<file path="src/rtl/regfile_wb_pkg.sv">
// Shared widths, source ids and the write-request record for the register-file write-back front end.
package regfile_wb_pkg;

  localparam int REG_ADDR_W = 5;
  localparam int DATA_W     = 32;
  localparam int NUM_REGS   = 32;

  typedef enum logic {
    SRC_ALU  = 1'b0,
    SRC_LONG = 1'b1
  } src_id_e;

  typedef struct packed {
    logic [REG_ADDR_W-1:0] addr;
    logic [DATA_W-1:0]     data;
  } wr_req_t;

  function automatic logic [NUM_REGS-1:0] reg_onehot(input logic [REG_ADDR_W-1:0] a);
    return {{(NUM_REGS-1){1'b0}}, 1'b1} << a;
  endfunction

endpackage

</file>
<file path="src/rtl/rr_arbiter2.sv">
// Two-way round-robin arbiter; the priority pointer names the source that wins a tie.
module rr_arbiter2
  import regfile_wb_pkg::*;
(
  input  logic       clk,
  input  logic       rst,
  input  logic [1:0] req_i,
  input  logic       update_i,
  output logic [1:0] grant_o
);

  src_id_e prio_q, prio_d;

  always_comb begin
    grant_o = 2'b00;
    prio_d  = prio_q;
    case (req_i)
      2'b01:   grant_o = 2'b01;
      2'b10:   grant_o = 2'b10;
      2'b11:   grant_o = (prio_q == SRC_ALU) ? 2'b01 : 2'b10;
      default: grant_o = 2'b00;
    endcase
    // Priority passes to whichever source was not just served.
    if (update_i && (grant_o != 2'b00))
      prio_d = grant_o[0] ? SRC_LONG : SRC_ALU;
  end

  always_ff @(posedge clk or negedge rst) begin
    if (!rst) prio_q <= SRC_ALU;
    else      prio_q <= prio_d;
  end

endmodule

</file>
<file path="src/rtl/regfile_wb_arbiter.sv">
// Register-file write-port arbiter with pending-write scoreboard.
// Optional forwarding outputs are enabled by defining REGFILE_WB_BYPASS_EN.
module regfile_wb_arbiter
  import regfile_wb_pkg::*;
#(
  parameter int NUM_SRC = 2
) (
  input  logic                  clk,
  input  logic                  rst,
  input  logic                  s0_valid,
  input  logic [REG_ADDR_W-1:0] s0_addr,
  input  logic [DATA_W-1:0]     s0_data,
  output logic                  s0_ready,
  input  logic                  s1_valid,
  input  logic [REG_ADDR_W-1:0] s1_addr,
  input  logic [DATA_W-1:0]     s1_data,
  output logic                  s1_ready,
  input  logic                  rsv_valid,
  input  logic [REG_ADDR_W-1:0] rsv_addr,
  input  logic [REG_ADDR_W-1:0] chk_addr1,
  input  logic [REG_ADDR_W-1:0] chk_addr2,
  output logic                  chk_busy1,
  output logic                  chk_busy2,
  output logic                  we,
  output logic [REG_ADDR_W-1:0] waddr,
  output logic [DATA_W-1:0]     wdata
`ifdef REGFILE_WB_BYPASS_EN
  ,
  output logic                  fwd_hit1,
  output logic                  fwd_hit2,
  output logic [DATA_W-1:0]     fwd_data
`endif
);

  logic [NUM_SRC-1:0] req, grant;
  wr_req_t            src_req [NUM_SRC];
  wr_req_t            sel_req;
  logic               accept;

  logic                  we_q, we_d;
  logic [REG_ADDR_W-1:0] waddr_q, waddr_d;
  logic [DATA_W-1:0]     wdata_q, wdata_d;
  logic [NUM_REGS-1:0]   busy_q, busy_d;

  assign req        = {s1_valid, s0_valid};
  assign src_req[0] = {s0_addr, s0_data};
  assign src_req[1] = {s1_addr, s1_data};

  // The output stage drains every cycle, so the pointer advances on every grant.
  rr_arbiter2 u_arb (
    .clk      (clk),
    .rst      (rst),
    .req_i    (req),
    .update_i (1'b1),
    .grant_o  (grant)
  );

  assign s0_ready = grant[0];
  assign s1_ready = grant[1];
  assign accept   = |grant;
  assign sel_req  = grant[1] ? src_req[1] : src_req[0];

  always_comb begin
    we_d    = 1'b0;
    waddr_d = waddr_q;
    wdata_d = wdata_q;
    if (accept) begin
      we_d    = (sel_req.addr != '0);
      waddr_d = sel_req.addr;
      wdata_d = sel_req.data;
    end
    // Set after clear so a same-cycle reserve beats the retiring write.
    busy_d = busy_q;
    if (we_q)
      busy_d = busy_d & ~reg_onehot(waddr_q);
    if (rsv_valid && (rsv_addr != '0))
      busy_d = busy_d | reg_onehot(rsv_addr);
  end

  always_ff @(posedge clk or negedge rst) begin
    if (!rst) begin
      we_q    <= 1'b0;
      waddr_q <= '0;
      wdata_q <= '0;
      busy_q  <= '0;
    end else begin
      we_q    <= we_d;
      waddr_q <= waddr_d;
      wdata_q <= wdata_d;
      busy_q  <= busy_d;
    end
  end

  logic [REG_ADDR_W-1:0] chk_addr [2];
  logic [1:0]            chk_busy;

  assign chk_addr[0] = chk_addr1;
  assign chk_addr[1] = chk_addr2;

`ifdef REGFILE_WB_BYPASS_EN
  logic [1:0] fwd_hit;
`endif

  genvar gi;
  generate
    for (gi = 0; gi < 2; gi++) begin : g_chk
`ifdef REGFILE_WB_BYPASS_EN
      assign fwd_hit[gi]  = we_q && (waddr_q == chk_addr[gi]) && (chk_addr[gi] != '0);
      assign chk_busy[gi] = (chk_addr[gi] != '0) && busy_q[chk_addr[gi]] && !fwd_hit[gi];
`else
      assign chk_busy[gi] = (chk_addr[gi] != '0) && busy_q[chk_addr[gi]];
`endif
    end
  endgenerate

  assign chk_busy1 = chk_busy[0];
  assign chk_busy2 = chk_busy[1];

`ifdef REGFILE_WB_BYPASS_EN
  assign fwd_hit1 = fwd_hit[0];
  assign fwd_hit2 = fwd_hit[1];
  assign fwd_data = wdata_q;
`endif

  assign we    = we_q;
  assign waddr = waddr_q;
  assign wdata = wdata_q;

endmodule

</file>
<file path="config.mk">
export PLATFORM = sky130hd
export DESIGN_NAME = regfile_wb_arbiter
export DESIGN_NICKNAME = d
export VERILOG_FILES = /design/src/rtl/regfile_wb_pkg.sv /design/src/rtl/rr_arbiter2.sv /design/src/rtl/regfile_wb_arbiter.sv
export SDC_FILE = /design/constraint.sdc
export NUM_CORES = 1
export LEC_CHECK = 0
export BUFFER_PORTS_ARGS = -buffer_cell sky130_fd_sc_hd__buf_2
export CORE_UTILIZATION = 55
export CTS_CLUSTER_SIZE = 25
export DETAILED_ROUTE_END_ITERATION = 10
export HOLD_SLACK_MARGIN = 0.05
export PLACE_DENSITY = 0.86
export REMOVE_ABC_BUFFERS = 1
export SYNTH_ARGS = -nofsm -noshare
export SYNTH_HDL_FRONTEND = slang
export SYNTH_SLANG_ARGS = --single-unit
</file>
<file path="constraint.sdc">
create_clock -name clk -period 4.11 [get_ports clk]
set_clock_uncertainty 0.05 [all_clocks]
set_input_delay 0.822 -clock clk [delete_from_list [all_inputs] [get_ports clk]]
set_output_delay 0.822 -clock clk [all_outputs]
set_load 0.05 [all_outputs]
</file>
* Yosys cells after proc, flatten, opt, wreduce, memory -nomap -nowiden *
Cells that the tools add are included.

word-level totals
  flip-flop bits (word level) = 71
  input bits = 94
  output and inout bits = 42
  logic and storage cells = 35

operators by class
  magnitude comparators = 2
  equality and inequality tests = 3
  shift operators = 2
  mux-type cells = 11
  bitwise logic cells = 3
  reductions and logical operators = 9

operators by type and width
  cell                                                  count
  2-to-1 mux 32 bit                                     2
  left shift 1 x 5 -> 32 bit (first input constant)     2
  2-to-1 mux 37 bit                                     1
  AND 32 bit                                            1
  inverter 32 bit                                       1
  OR 32 bit                                             1
  nonzero test 5 bit                                    4
  < comparator 5 x 6 -> 1 bit (second input constant)   2
  binary-select mux 1 bit (select 5 bit)                2
  one-hot mux 2 bit (3 select lines)                    1
  equality test 2 bit (second input constant)           2
  2-to-1 mux 1 bit                                      4
  logical AND 1 bit                                     3
  equality test 2 x 1 -> 1 bit (second input constant)  1
  2-to-1 mux 2 bit                                      1
  nonzero test 2 bit                                    1
  OR reduction 2 bit                                    1

* Logic depth before layout (Yosys ltp) *
Gate-level depths: netlist of run 1.

  depth after elaboration = 6
  gate-level depth with buffers = 6
  mapped depth without buffers = 4

* Modules after synthesis *
From an unflattened synthesis of run 1, not the netlist that was laid out.

unflattened totals
  cell total of the unflattened synthesis = 350
  area total of the unflattened synthesis = 3716.1 sq um

modules (own cells, without submodules)
  module              times used  cells each  area an instance (sq um)  seq. area each (sq um)
  regfile_wb_arbiter  1           344         3661.0                    1751.7
  rr_arbiter2         1           6           55.1                      25.0

* Worst setup path before layout of run 1 *
No wires, ideal clock.

  path type = input -> output
  start point = input port s1_valid
  end point = output port s1_ready
  data arrival time = 2.189 ns
  data required time = 3.238 ns
  slack = 1.049 ns
  stages = 2
  path buffers = 1
  path through = buf_2 -> a21boi_0

on the way
  word-level cells in the longest chain between the ends = 2
  elaborated cells between the ends (all ways) = 4
  classes of those cells = 3 x eq/ne; 1 x mux

ends and longest elaborated chain
  item                                                                        RTL line                  text
  start: declaration                                                          regfile_wb_arbiter.sv:14  input logic s1_valid,
  equality test 2 bit / equality test 2 x 1 -> 1 bit (equally long branches)  rr_arbiter2.sv:17         case (req_i)
  one-hot mux 2 bit (3 select lines) (*)                                      rr_arbiter2.sv:17
  end: declaration                                                            regfile_wb_arbiter.sv:17  output logic s1_ready,

Mark *: on every way between the ends. The rest lies on a longest branch, timed or not.

* Worst setup path in the final report of run 1 *
  start point = input port chk_addr1[0]
  end point = output port chk_busy1

on the way
  word-level cells in the longest chain between the ends = 3
  elaborated cells between the ends (all ways) = 4
  classes of those cells = 2 x mux; 2 x reduce/logical

ends and longest elaborated chain
  item                                    RTL line                   text
  start: declaration                      regfile_wb_arbiter.sv:20   input logic [REG_ADDR_W-1:0] chk_addr1,
  binary-select mux 1 bit (select 5 bit)  regfile_wb_arbiter.sv:111  assign chk_busy[gi] = (chk_addr[gi] != '0) && busy_q[chk_addr[gi]];
  2-to-1 mux 1 bit (implied by the code)  regfile_wb_arbiter.sv:111
  logical AND 1 bit (*)                   regfile_wb_arbiter.sv:111
  end: declaration                        regfile_wb_arbiter.sv:22   output logic chk_busy1,

Mark *: on every way between the ends. The rest lies on a longest branch, timed or not. The select of a mux whose other input is x is not followed.

==> implementation parameters, run 1 <==
Parameter                              Value

Hold path
  Min-Delay Endpoint ... busy_q[27]
  Classification of the worst-slack hold path ... reg2reg
  Depth of the worst hold-timing path ... 2
  Launch instance of the worst min-delay path ... busy_q[27]

STA
  Measured slew at the worst slew-check pin ... 0.977 ns
  Slew HR ... 34.9%
  Number of endpoints failing setup at the final stage ... 0
  Shortest period the worst path allows ... 3.24 ns
  Final hold violations ... 0
  Setup repair after global routing missed its margin ... false
  Final Max Slew Viols ... 0
  Achievable frequency ... 308 MHz
  Sum Neg Setup Slack ... 0 ns
  Final critical-path share of the clock period ... 78.9%

Power
  Switching component of the power ... 0.000943 W
  Sequential share of power ... 45.0%
  Leakage ... 2.23 nW
  Cell Int Power ... 0.00145 W
  Max IR drop VDD ... 292 uV
  Part of the total power dissipated in the clock network ... 18.9%
  PnR Total Power ... 0.00239 W
  Switching Share ... 39.5%
  Power share of the combinational group ... 36.1%
  Total power density per cell area ... 494 nW/um^2

CTS
  Hold-fix buffer count after cts ... 0
  CTS buffer count ... 9
  Clock-pin slew on the worst setup and hold paths ... 0.07 ns
  Master cell of the clock root buffer ... clkbuf_8
  Clock tree from TritonCTS ... built
  Maximum buffer depth of the clock tree ... 2
  Total setup buffers inserted after CTS ... 0
  Post-CTS sizing ... 0
  Clock sink count ... 70
  Later-pin clock latency in the skew report ... 0.33 ns
  H-tree level count ... 3

Yosys
  Gate count of the mapped netlist ... 377
  Yosys warning count ... 0
  Most used flip-flop cell after synthesis ... dfrtp_1
  Post-synthesis cell type count ... 43
  Mean post-synth cell area ... 10.5 sq um
  Count of state elements after synthesis ... 70
  Cell area after synthesis ... 3970 sq um
  Post-synth EDFFs ... 0
  Proportion of register bits with asynchronous set or reset after synthesis ... 100%
  Share of synthesized area occupied by flip-flops and latches ... 44.1%

Route
  Remaining antenna violation count after routing ... 0
  Pre-Repair DR Iteration Count ... 5
  Routed metal-1 wire length ... 4.27 mm
  Routed length on met2 ... 5.78 mm
  Number of violations reported at the end of detailed-routing iteration 0 ... 478
  Wire length per cell ... 18.6 um
  Average vias per placed instance ... 6.16
  Highest metal layer with signal wires ... met4
  DRT Wirelength ... 11.3 mm
  Routed via count ... 3735
  DRC violation count after routing ... 0
  Met3 wire len ... 928 um

GRT
  Overall Global Routing Usage ... 31.1%
  Via count of the first global-routing pass ... 3720
  Largest net degree at the start of global routing ... 46
  Remaining Overflow, GRT ... 0
  Wire length of the first global-routing pass ... 17.9 mm
  Initial antenna violation count ... 0

Die
  Height of the die ... 86.9 um
  Floorplan Core Area ... 6870 sq um
  Overall die width ... 86.9 um
  Cell row count ... 30
  Starting Density ... 57.8%
  Full die area ... 7560 sq um
  Number of ports placed on the die boundary ... 136

Finish
  Fill cell total of the finished layout ... 536
  Antenna diode count ... 0
  Net total in the final layout ... 600
  Util after Layout ... 70.4%
  Design area ... 4830 sq um
  Fraction of final layout cells sized beyond drive strength 1 ... 40.4%
  Number of non-filler instances in the completed layout ... 606
  Area growth from synthesis to layout ... 21.8%

Placed design
  Count of buffers from port buffering ... 135
  Final RePlAce weighted congestion ... 0.920
  Half-perimeter wire length of the detailed placement result ... 8.44 mm
  Cell area after placement ... 4690 sq um
  Number of placed cells counting well taps ... 591

Status
  Run status ... finished clean

Setup path
  Critical path capture point type ... output port
  Startpoint-to-endpoint class of the critical path ... in2out
  FF-to-FF End ... busy_q[8]
  Critical path data arrival time ... 2.37 ns
  Crit Reg-Reg Startpoint ... waddr[4]
  Data required time of the critical path ... 3.24 ns
  Category of the worst setup path launch point ... input port
  Depth of the worst register-to-register path ... 4
  Largest fanout on the critical path ... 12
  Worst-case register-to-register setup slack ... 2.47 ns

Job
  Total of max-cap violations ... 0
Yosys cell counts (2+ instances only):
cell type	n	area share, %
a21boi_0	2	0.38
nand4b_1	2	0.44
a311oi_1	3	0.66
o221a_2	37	10
mux2_1	2	0.57
nand3b_1	6	1.1
or3_1	2	0.32
a211oi_1	2	0.38
dfrtp_1	70	44
or2_2	8	1.3
nand2b_1	8	1.3
nor2_1	3	0.28
mux2_2	2	0.57
mux4_2	6	3.4
o21ai_0	63	7.9
a2111oi_0	2	0.44
nor2b_1	4	0.63
nand3_1	8	1.0
nand4_1	4	0.63
nand2_1	47	4.4
buf_2	10	1.3
mux2i_1	48	12
o211ai_1	2	0.38
nor3_1	2	0.25
clkbuf_1	8	0.76
inv_1	8	0.76
buf_4	2	0.38
registers in the layout, summed over array words and instances, names as in the netlist:
name,cells
waddr,5
u_arb.prio_q,1
wdata,32
we,1
busy_q,31
per-stage QoR:
step,hold slack (ns),setup slack [ns]
5_1_grt,0.526,0.816
3_3_place_gp,0.471,0.917
6_report,0.490,0.868
3_5_place_dp,0.476,0.892
4_1_cts,0.492,0.888
2_1_floorplan,0.429,0.496
routing by layer:
metal	track usage [%]	vias up
li1	-	1702
met1	37.6	1802
met2	54.1	200
met3	6.45	31
met4	13.2	0
met5	0	-
cell usage in the layout, fill, tap and decap left out, types with 9 or more instances in the layout:
cell type    n
buf_2      135
clkbuf_8     9
dfrtp_1     70
mux2i_1     48
nand2_1     47
o21ai_0     63
o221a_2     37
power groups by stage:
stage	clock [W]	sequential (W)	combinational, W
floorplan	0	0.00118	0.000424
global placement	0	0.00107	0.000820
detailed placement	0	0.00108	0.000855
CTS	0.000455	0.00107	0.000859
global route	0.000489	0.00110	0.000931
finish	0.000451	0.00107	0.000862
worst max path at each step:
stage          cells past startpoint  slack [ns]         start         to
3_3_place_gp                       6        0.92  chk_addr1[0]  chk_busy1
2_1_floorplan                      3        0.50      s1_valid   s0_ready
6_report                           6        0.87  chk_addr1[0]  chk_busy1
5_1_grt                            6        0.82  chk_addr1[0]  chk_busy1
3_5_place_dp                       6        0.89  chk_addr1[0]  chk_busy1
4_1_cts                            6        0.89  chk_addr1[0]  chk_busy1
logic make-up (layout without fill, tap and decap cells):
group,Yosys count,count (layout),share of synthesized area [%]
multiplexers,59,59,17.3
flip-flops,70,70,44.1
AND/OR/NAND/NOR,100,100,12.9
AO/OA/AOI/OAI,117,117,21.8
buffers and inverters,31,164,3.88
critical path, cell delays in order:
cell	delay (ns)
buf_2	0.27
mux4_2	0.55
o22a_1	0.21
a22oi_1	0.18
o211ai_1	0.11
buf_2	0.23
area by class of cell:
class,count,area [sq um],share of cell area [%]
clock inverter,2,10.0,0.207
multi-input combinational,276,2060,42.7
timing repair buffer,141,721,14.9
tap,96,120,2.48
clock buffer,13,139,2.87
inverter,8,30.0,0.621
sequential,70,1750,36.2
Power figures use the tool's default switching activity.
==> inputs of run 2 (changes only) <==
--- a/config.mk
+++ b/config.mk
@@ -6,11 +6,11 @@
 export NUM_CORES = 1
 export LEC_CHECK = 0
 export BUFFER_PORTS_ARGS = -buffer_cell sky130_fd_sc_hd__buf_2
-export CORE_UTILIZATION = 55
+export CORE_UTILIZATION = 46
 export CTS_CLUSTER_SIZE = 25
 export DETAILED_ROUTE_END_ITERATION = 10
 export HOLD_SLACK_MARGIN = 0.05
-export PLACE_DENSITY = 0.86
+export PLACE_DENSITY = 0.77
 export REMOVE_ABC_BUFFERS = 1
 export SYNTH_ARGS = -nofsm -noshare
 export SYNTH_HDL_FRONTEND = slang
==> constraint.sdc (replaced) <==
create_clock -name clk -period 2.8 [get_ports clk]
set_clock_uncertainty 0.05 [all_clocks]
set_input_delay 0.56 -clock clk [delete_from_list [all_inputs] [get_ports clk]]
set_output_delay 0.56 -clock clk [all_outputs]
set_load 0.05 [all_outputs]
==> run 2 against run 1 <==
Sequential power increased by 48%. Largest cell class unchanged. Critical path type unchanged. Global-route usage decreased by 5.1 points. Non-clock buffer count increased by 1. Final area increased by 2.3%. First-iteration DRC count decreased by 33%.
==> implementation parameters, run 2 (same netlist as run 1, synthesis figures left out) <==
Parameter                              Value

GRT
  Via count of the first global-routing pass ... 3627
  Largest net degree at the start of global routing ... 41
  Overall Global Routing Usage ... 26.0%
  Wire length of the first global-routing pass ... 17.8 mm
  Remaining Overflow, GRT ... 0
  Initial antenna violation count ... 0

Job
  Total of max-cap violations ... 0

Setup path
  Cell chain of the critical path ... buf_2 -> mux4_2 -> o22a_1 -> a22oi_1 -> o211ai_1 -> buf_2
  Critical path startpoint ... chk_addr1[0]
  Largest stage delay, worst path ... 0.52 ns
  FF-to-FF End ... busy_q[8]
  Startpoint-to-endpoint class of the critical path ... in2out
  Buffers plus inverters on the worst setup path ... 2
  Logic depth of the worst path, buffers included ... 6
  Critical path data arrival time ... 2.04 ns
  Capturing instance or port of the critical path ... chk_busy1
  Most Frequent Cell on Critical Path ... buf_2
  Data required time of the critical path ... 2.19 ns
  Slowest stage cell, crit path ... mux4_2
  Family with the most delay on the worst path ... multiplexers
  Crit Reg-Reg Startpoint ... waddr[4]
  Critical path capture point type ... output port
  Depth of the worst register-to-register path ... 4
  Largest fanout on the critical path ... 7
  Worst-case register-to-register setup slack ... 1.10 ns
  Category of the worst setup path launch point ... input port

STA
  Number of endpoints failing setup at the final stage ... 0
  Measured slew at the worst slew-check pin ... 0.739 ns
  Final hold violations ... 0
  Shortest period the worst path allows ... 2.65 ns
  Sum Neg Setup Slack ... 0 ns
  Achievable frequency ... 377 MHz
  Final critical-path share of the clock period ... 94.8%
  Final Max Slew Viols ... 0
  Slew HR ... 50.7%
  Setup repair after global routing missed its margin ... false

CTS
  CTS buffer count ... 9
  Total setup buffers inserted after CTS ... 0
  Master cell of the clock root buffer ... clkbuf_8
  Post-CTS sizing ... 0
  Clock tree from TritonCTS ... built
  Later-pin clock latency in the skew report ... 0.34 ns
  Clock sink count ... 70
  Clock-pin slew on the worst setup and hold paths ... 0.08 ns
  Hold-fix buffer count after cts ... 0
  Maximum buffer depth of the clock tree ... 2
  H-tree level count ... 3

Route
  Remaining antenna violation count after routing ... 0
  DRT Wirelength ... 11.2 mm
  DRC violation count after routing ... 0
  Average vias per placed instance ... 5.97
  Routed via count ... 3686
  Number of violations reported at the end of detailed-routing iteration 0 ... 321
  Pre-Repair DR Iteration Count ... 5
  Wire length per cell ... 18.1 um

Placed design
  Count of buffers from port buffering ... 135
  Half-perimeter wire length of the detailed placement result ... 8.50 mm
  Final RePlAce weighted congestion ... 0.935

Power
  Max IR drop VDD ... 369 uV
  Leakage ... 2.27 nW
  Total power density per cell area ... 752 nW/um^2
  PnR Total Power ... 0.00372 W

Hold path
  Classification of the worst-slack hold path ... in2async

Die
  Floorplan Core Area ... 8300 sq um
  Number of ports placed on the die boundary ... 136
  Cell row count ... 33
  Full die area ... 9000 sq um
  Height of the die ... 94.9 um
  Starting Density ... 47.8%
  Overall die width ... 94.9 um

Finish
  Area growth from synthesis to layout ... 24.6%
  Top library cells by usage in the layout, fill and taps aside ... buf_2, dfrtp_1, o21ai_0, mux2i_1, nand2_1
  Most frequent standard cell in the layout excluding fill and tap cells ... buf_2
  Area occupied by multi-input gates ... 2060 sq um
  Net total in the final layout ... 601
  Max reg flops ... 32
  Fill cell total of the finished layout ... 703
  Sequential cell area ... 1750 sq um
  Fraction of final layout cells sized beyond drive strength 1 ... 41.2%
  Antenna diode count ... 0

Status
  Run status ... finished clean
## run 2: cell types whose count changed in the layout (fill, tap and decap cells not counted)
cell        previous run  this run
bufinv_16              0         2
clkinvlp_4             0         1
clkinv_4               0         1
buf_4                  6         5
clkbuf_1               4         1
buf_12                 0         2
## run 2: worst min-delay path by stage
stage	startpoint	end	slack (ns)	cells after the start
final	rst	wdata[12]	0.23	1
after global routing	rst	wdata[12]	0.26	1
after CTS	rst	wdata[20]	0.23	1
after detailed placement	busy_q[26]	busy_q[26]	0.47	2
after global placement	busy_q[27]	busy_q[27]	0.48	2
after floorplan	rst	busy_q[10]	0.21	0
## run 2: report_power, final
group / leakage (nW) / switching, W / internal [W]
combinational: 1.36 / 0.000756 / 0.000501
clock: 0.106 / 0.000377 / 0.000500
sequential: 0.799 / 0.000275 / 0.00131
total: 2.27 / 0.00141 / 0.00231
## run 2: stage by stage
| stage | utilization (%) | instances | hold slack (ns) | instance area [sq um] | setup slack (ns) |
|---|---|---|---|---|---|
| after global placement | 57.0 | 601 | 0.475 | 4730 | 0.191 |
| after detailed placement | 57.0 | 601 | 0.475 | 4730 | 0.175 |
| after global routing | 59.6 | 617 | 0.264 | 4940 | 0.0818 |
| after CTS | 59.6 | 617 | 0.233 | 4940 | 0.172 |
| after floorplan | - | 354 | 0.214 | 3840 | -0.290 |
| final | 59.6 | 617 | 0.226 | 4940 | 0.145 |
## run 2: routing by layer
layer | routed length [um] | track usage, % | vias up | share of wire [%]
li1 | - | - | 1694 | -
met1 | 4310 | 32.3 | 1783 | 39
met2 | 5580 | 43.2 | 192 | 50
met3 | 1110 | 8.37 | 17 | 9.9
met4 | 185 | 7.70 | 0 | 1.7
met5 | 0 | 0 | - | 0
## run 2: cell type report
| type | count | area share, % |
|---|---|---|
| well taps | 105 | 2.66 |
| repair buffers | 142 | 15.2 |
| clock inverters | 6 | 1.75 |
| flip-flops and latches | 70 | 35.4 |
| inverters | 8 | 0.607 |
| multi-input cells | 276 | 41.7 |
| clock buffers | 10 | 2.58 |
==> inputs of run 3 (changes only) <==
--- a/config.mk
+++ b/config.mk
@@ -5,8 +5,10 @@
 export SDC_FILE = /design/constraint.sdc
 export NUM_CORES = 1
 export LEC_CHECK = 0
+export ABC_AREA = 1
 export BUFFER_PORTS_ARGS = -buffer_cell sky130_fd_sc_hd__buf_2
 export CORE_UTILIZATION = 46
+export CTS_CLUSTER_DIAMETER = 150
 export CTS_CLUSTER_SIZE = 25
 export DETAILED_ROUTE_END_ITERATION = 10
 export HOLD_SLACK_MARGIN = 0.05
==> run 3 against run 2 <==
Synthesized cell count grew 52%. Clock power grew 4.9%. Critical endpoint unchanged. Area after synthesis grew 2.9%. Hold slack gained 0.12 ns. Maximum frequency grew 12%. Highest routed layer unchanged. Core utilization shrank 2.5 points. First-iteration DRC count grew 10%. Final cell count grew 31%. Power grew 0.22%. Combinational power grew 6%. Count of clock-buffer cells in the layout grew 3.
==> implementation parameters, run 3 <==
Parameter                              Value

Power
  Sequential share of power ... 39.7%
  Cell Int Power ... 0.00222 W
  Power share of the combinational group ... 35.6%
  Leakage ... 2.53 nW
  Switching component of the power ... 0.00151 W
  Max IR drop VDD ... 418 uV
  Total power density per cell area ... 753 nW/um^2
  Switching Share ... 40.4%
  Part of the total power dissipated in the clock network ... 24.7%

Setup path
  Critical path data arrival time ... 1.75 ns
  Category of the worst setup path launch point ... input port
  Data required time of the critical path ... 2.19 ns
  Most Frequent Cell on Critical Path ... nand2_1
  Startpoint-to-endpoint class of the critical path ... in2out
  Critical path capture point type ... output port
  Family with the most delay on the worst path ... buffers and inverters
  Slowest stage cell, crit path ... buf_2
  Largest stage delay, worst path ... 0.29 ns
  Buffers plus inverters on the worst setup path ... 4
  Cell chain of the critical path ... buf_2 -> inv_6 -> nand2_1 -> nand3_1 -> nand2_1 -> nand2_1 -> nand2_1 -> inv_1 -> nand2_1 -> nand2_1 -> nand2_1 -> buf_2
  Largest fanout on the critical path ... 17

Placed design
  Placement-stage worst setup slack ... 0.444 ns
  Count of buffers from port buffering ... 135
  Final RePlAce weighted congestion ... 0.898
  Half-perimeter wire length of the detailed placement result ... 9.40 mm
  Cell area after placement ... 4720 sq um

GRT
  GR Layer Usage met3 ... 4.98%
  Remaining Overflow, GRT ... 0
  Wire length of the first global-routing pass ... 19.6 mm
  Met1 demand-to-capacity share in global routing ... 35.5%
  Via count of the first global-routing pass ... 4001
  Initial antenna violation count ... 0
  Overall Global Routing Usage ... 28.5%
  GRT met2 Usage ... 47.0%
  Largest net degree at the start of global routing ... 72
  Busiest layer in global routing ... met2

Finish
  Net total in the final layout ... 790
  Area growth from synthesis to layout ... 21.1%
  Util after Layout ... 57.0%
  Antenna diode count ... 0
  Top library cells by usage in the layout, fill and taps aside ... nand2_1, buf_2, dfrtp_1, o21ai_0, inv_1
  Area occupied by multi-input gates ... 1860 sq um
  Design area ... 4950 sq um
  Fill cell total of the finished layout ... 860
  Most frequent standard cell in the layout excluding fill and tap cells ... nand2_1
  Fraction of final layout cells sized beyond drive strength 1 ... 23.7%
  Sequential cell area ... 1780 sq um

CTS
  CTS buffer count ... 9
  Clock sink count ... 71
  Later-pin clock latency in the skew report ... 0.35 ns
  Master cell of the clock root buffer ... clkbuf_8
  Post-CTS sizing ... 0
  Clock tree from TritonCTS ... built
  Maximum buffer depth of the clock tree ... 2
  Hold-fix buffer count after cts ... 0
  Clock-pin slew on the worst setup and hold paths ... 0.08 ns
  Total setup buffers inserted after CTS ... 0
  H-tree level count ... 3

Yosys
  Most frequent cells after synthesis ... nand2_1, dfrtp_1, o21ai_0
  Gate count of the mapped netlist ... 573
  Most used flip-flop cell after synthesis ... dfrtp_1
  Post-synth EDFFs ... 0
  Share of synthesized area occupied by flip-flops and latches ... 43.5%
  Cell type with the highest aggregate area in the netlist ... dfrtp_1
  Cell area after synthesis ... 4090 sq um
  Proportion of register bits with asynchronous set or reset after synthesis ... 100%
  Top post-synthesis cells by area ... dfrtp_1, nand2_1, o21ai_0
  Mean post-synth cell area ... 7.13 sq um
  Yosys warning count ... 0
  Post-synthesis cell type count ... 25
  Share of Yosys cell area claimed by the top area cell type ... 43.5%
  Cell with the most instances after synthesis ... nand2_1
  Count of state elements after synthesis ... 71

Hold path
  Classification of the worst-slack hold path ... in2async

STA
  Shortest period the worst path allows ... 2.36 ns
  Final Max Slew Viols ... 0
  Final critical-path share of the clock period ... 84.4%
  Setup repair after global routing missed its margin ... false
  Slew HR ... 41.8%
  Number of endpoints failing setup at the final stage ... 0
  Achievable frequency ... 423 MHz
  Measured slew at the worst slew-check pin ... 0.874 ns
  Hold WS ... 0.350 ns
  Sum Neg Setup Slack ... 0 ns
  Worst-case setup margin in the final layout ... 0.436 ns
  Final hold violations ... 0

Route
  Remaining antenna violation count after routing ... 0
  DRT Wirelength ... 12.5 mm
  Average vias per placed instance ... 5.33
  Wire length per cell ... 15.4 um
  Pre-Repair DR Iteration Count ... 5
  Routed via count ... 4313
  DRC violation count after routing ... 0
  Number of violations reported at the end of detailed-routing iteration 0 ... 354

Die
  Cell row count ... 34
  Floorplan Core Area ... 8680 sq um
  Full die area ... 9260 sq um
  Height of the die ... 96.2 um
  Number of ports placed on the die boundary ... 136
  Overall die width ... 96.2 um
  Starting Density ... 47.1%

Job
  Total of max-cap violations ... 0

Status
  Run status ... finished clean
## run 3: cell count changes after synthesis, moves of 35 or more
cell	before	now
inv_1	8	55
mux2i_1	48	1
nand2_1	47	162
nand3_1	8	49
nor2_1	3	43
o21ai_1	0	35
o221a_2	37	0
## run 3: power groups by stage
stage / clock network [W] / registers (W) / logic [W]
2_1_floorplan: 0 / 0.00168 / 0.000627
3_3_place_gp: 0 / 0.00148 / 0.00130
3_5_place_dp: 0 / 0.00150 / 0.00131
4_1_cts: 0.000932 / 0.00148 / 0.00132
5_1_grt: 0.000979 / 0.00152 / 0.00146
6_report: 0.000920 / 0.00148 / 0.00133
## run 3: path summary, 6_finish.rpt
kind	cells after the start	slack (ns)	from	to
max in group asynchronous	2	1.78	rst	busy_q[18]
hold / removal	2	0.35	rst	wdata[4]
setup reg to reg	7	1.23	u_arb.prio_q	wdata[0]
min in group clk	2	0.39	rsv_addr[3]	busy_q[16]
setup / recovery	12	0.44	chk_addr1[0]	chk_busy1
hold reg to reg	2	0.43	wdata[29]	wdata[29]
## run 3: layer usage
layer	part of all wire [%]	up-vias
met5	0	-
met4	4.1	0
met3	6.8	37
met2	49	211
met1	40	1952
li1	-	2113
## run 3: cell families (layout without fill, tap and decap cells)
group,Yosys count,after routing,synth area share (%)
flip-flops,71,71,43.5
buffers and inverters,89,217,11.1
AO/OA/AOI/OAI,140,140,17.5
AND/OR/NAND/NOR,272,272,27.7
multiplexers,1,1,0.245
## run 3: layout make-up
class / instances / area share [%]
clock buffers: 13 / 3.21
clock inverters: 3 / 1.31
inverters: 60 / 4.75
multi-input cells: 413 / 37.5
flip-flops and latches: 71 / 35.9
well taps: 108 / 2.73
repair buffers: 141 / 14.6
## run 3: stage by stage
step / total power [W] / cells
detailed placement: 0.00281 / 793
finish: 0.00373 / 809
global route: 0.00395 / 809
floorplan: 0.00230 / 544
global placement: 0.00278 / 793
CTS: 0.00373 / 809
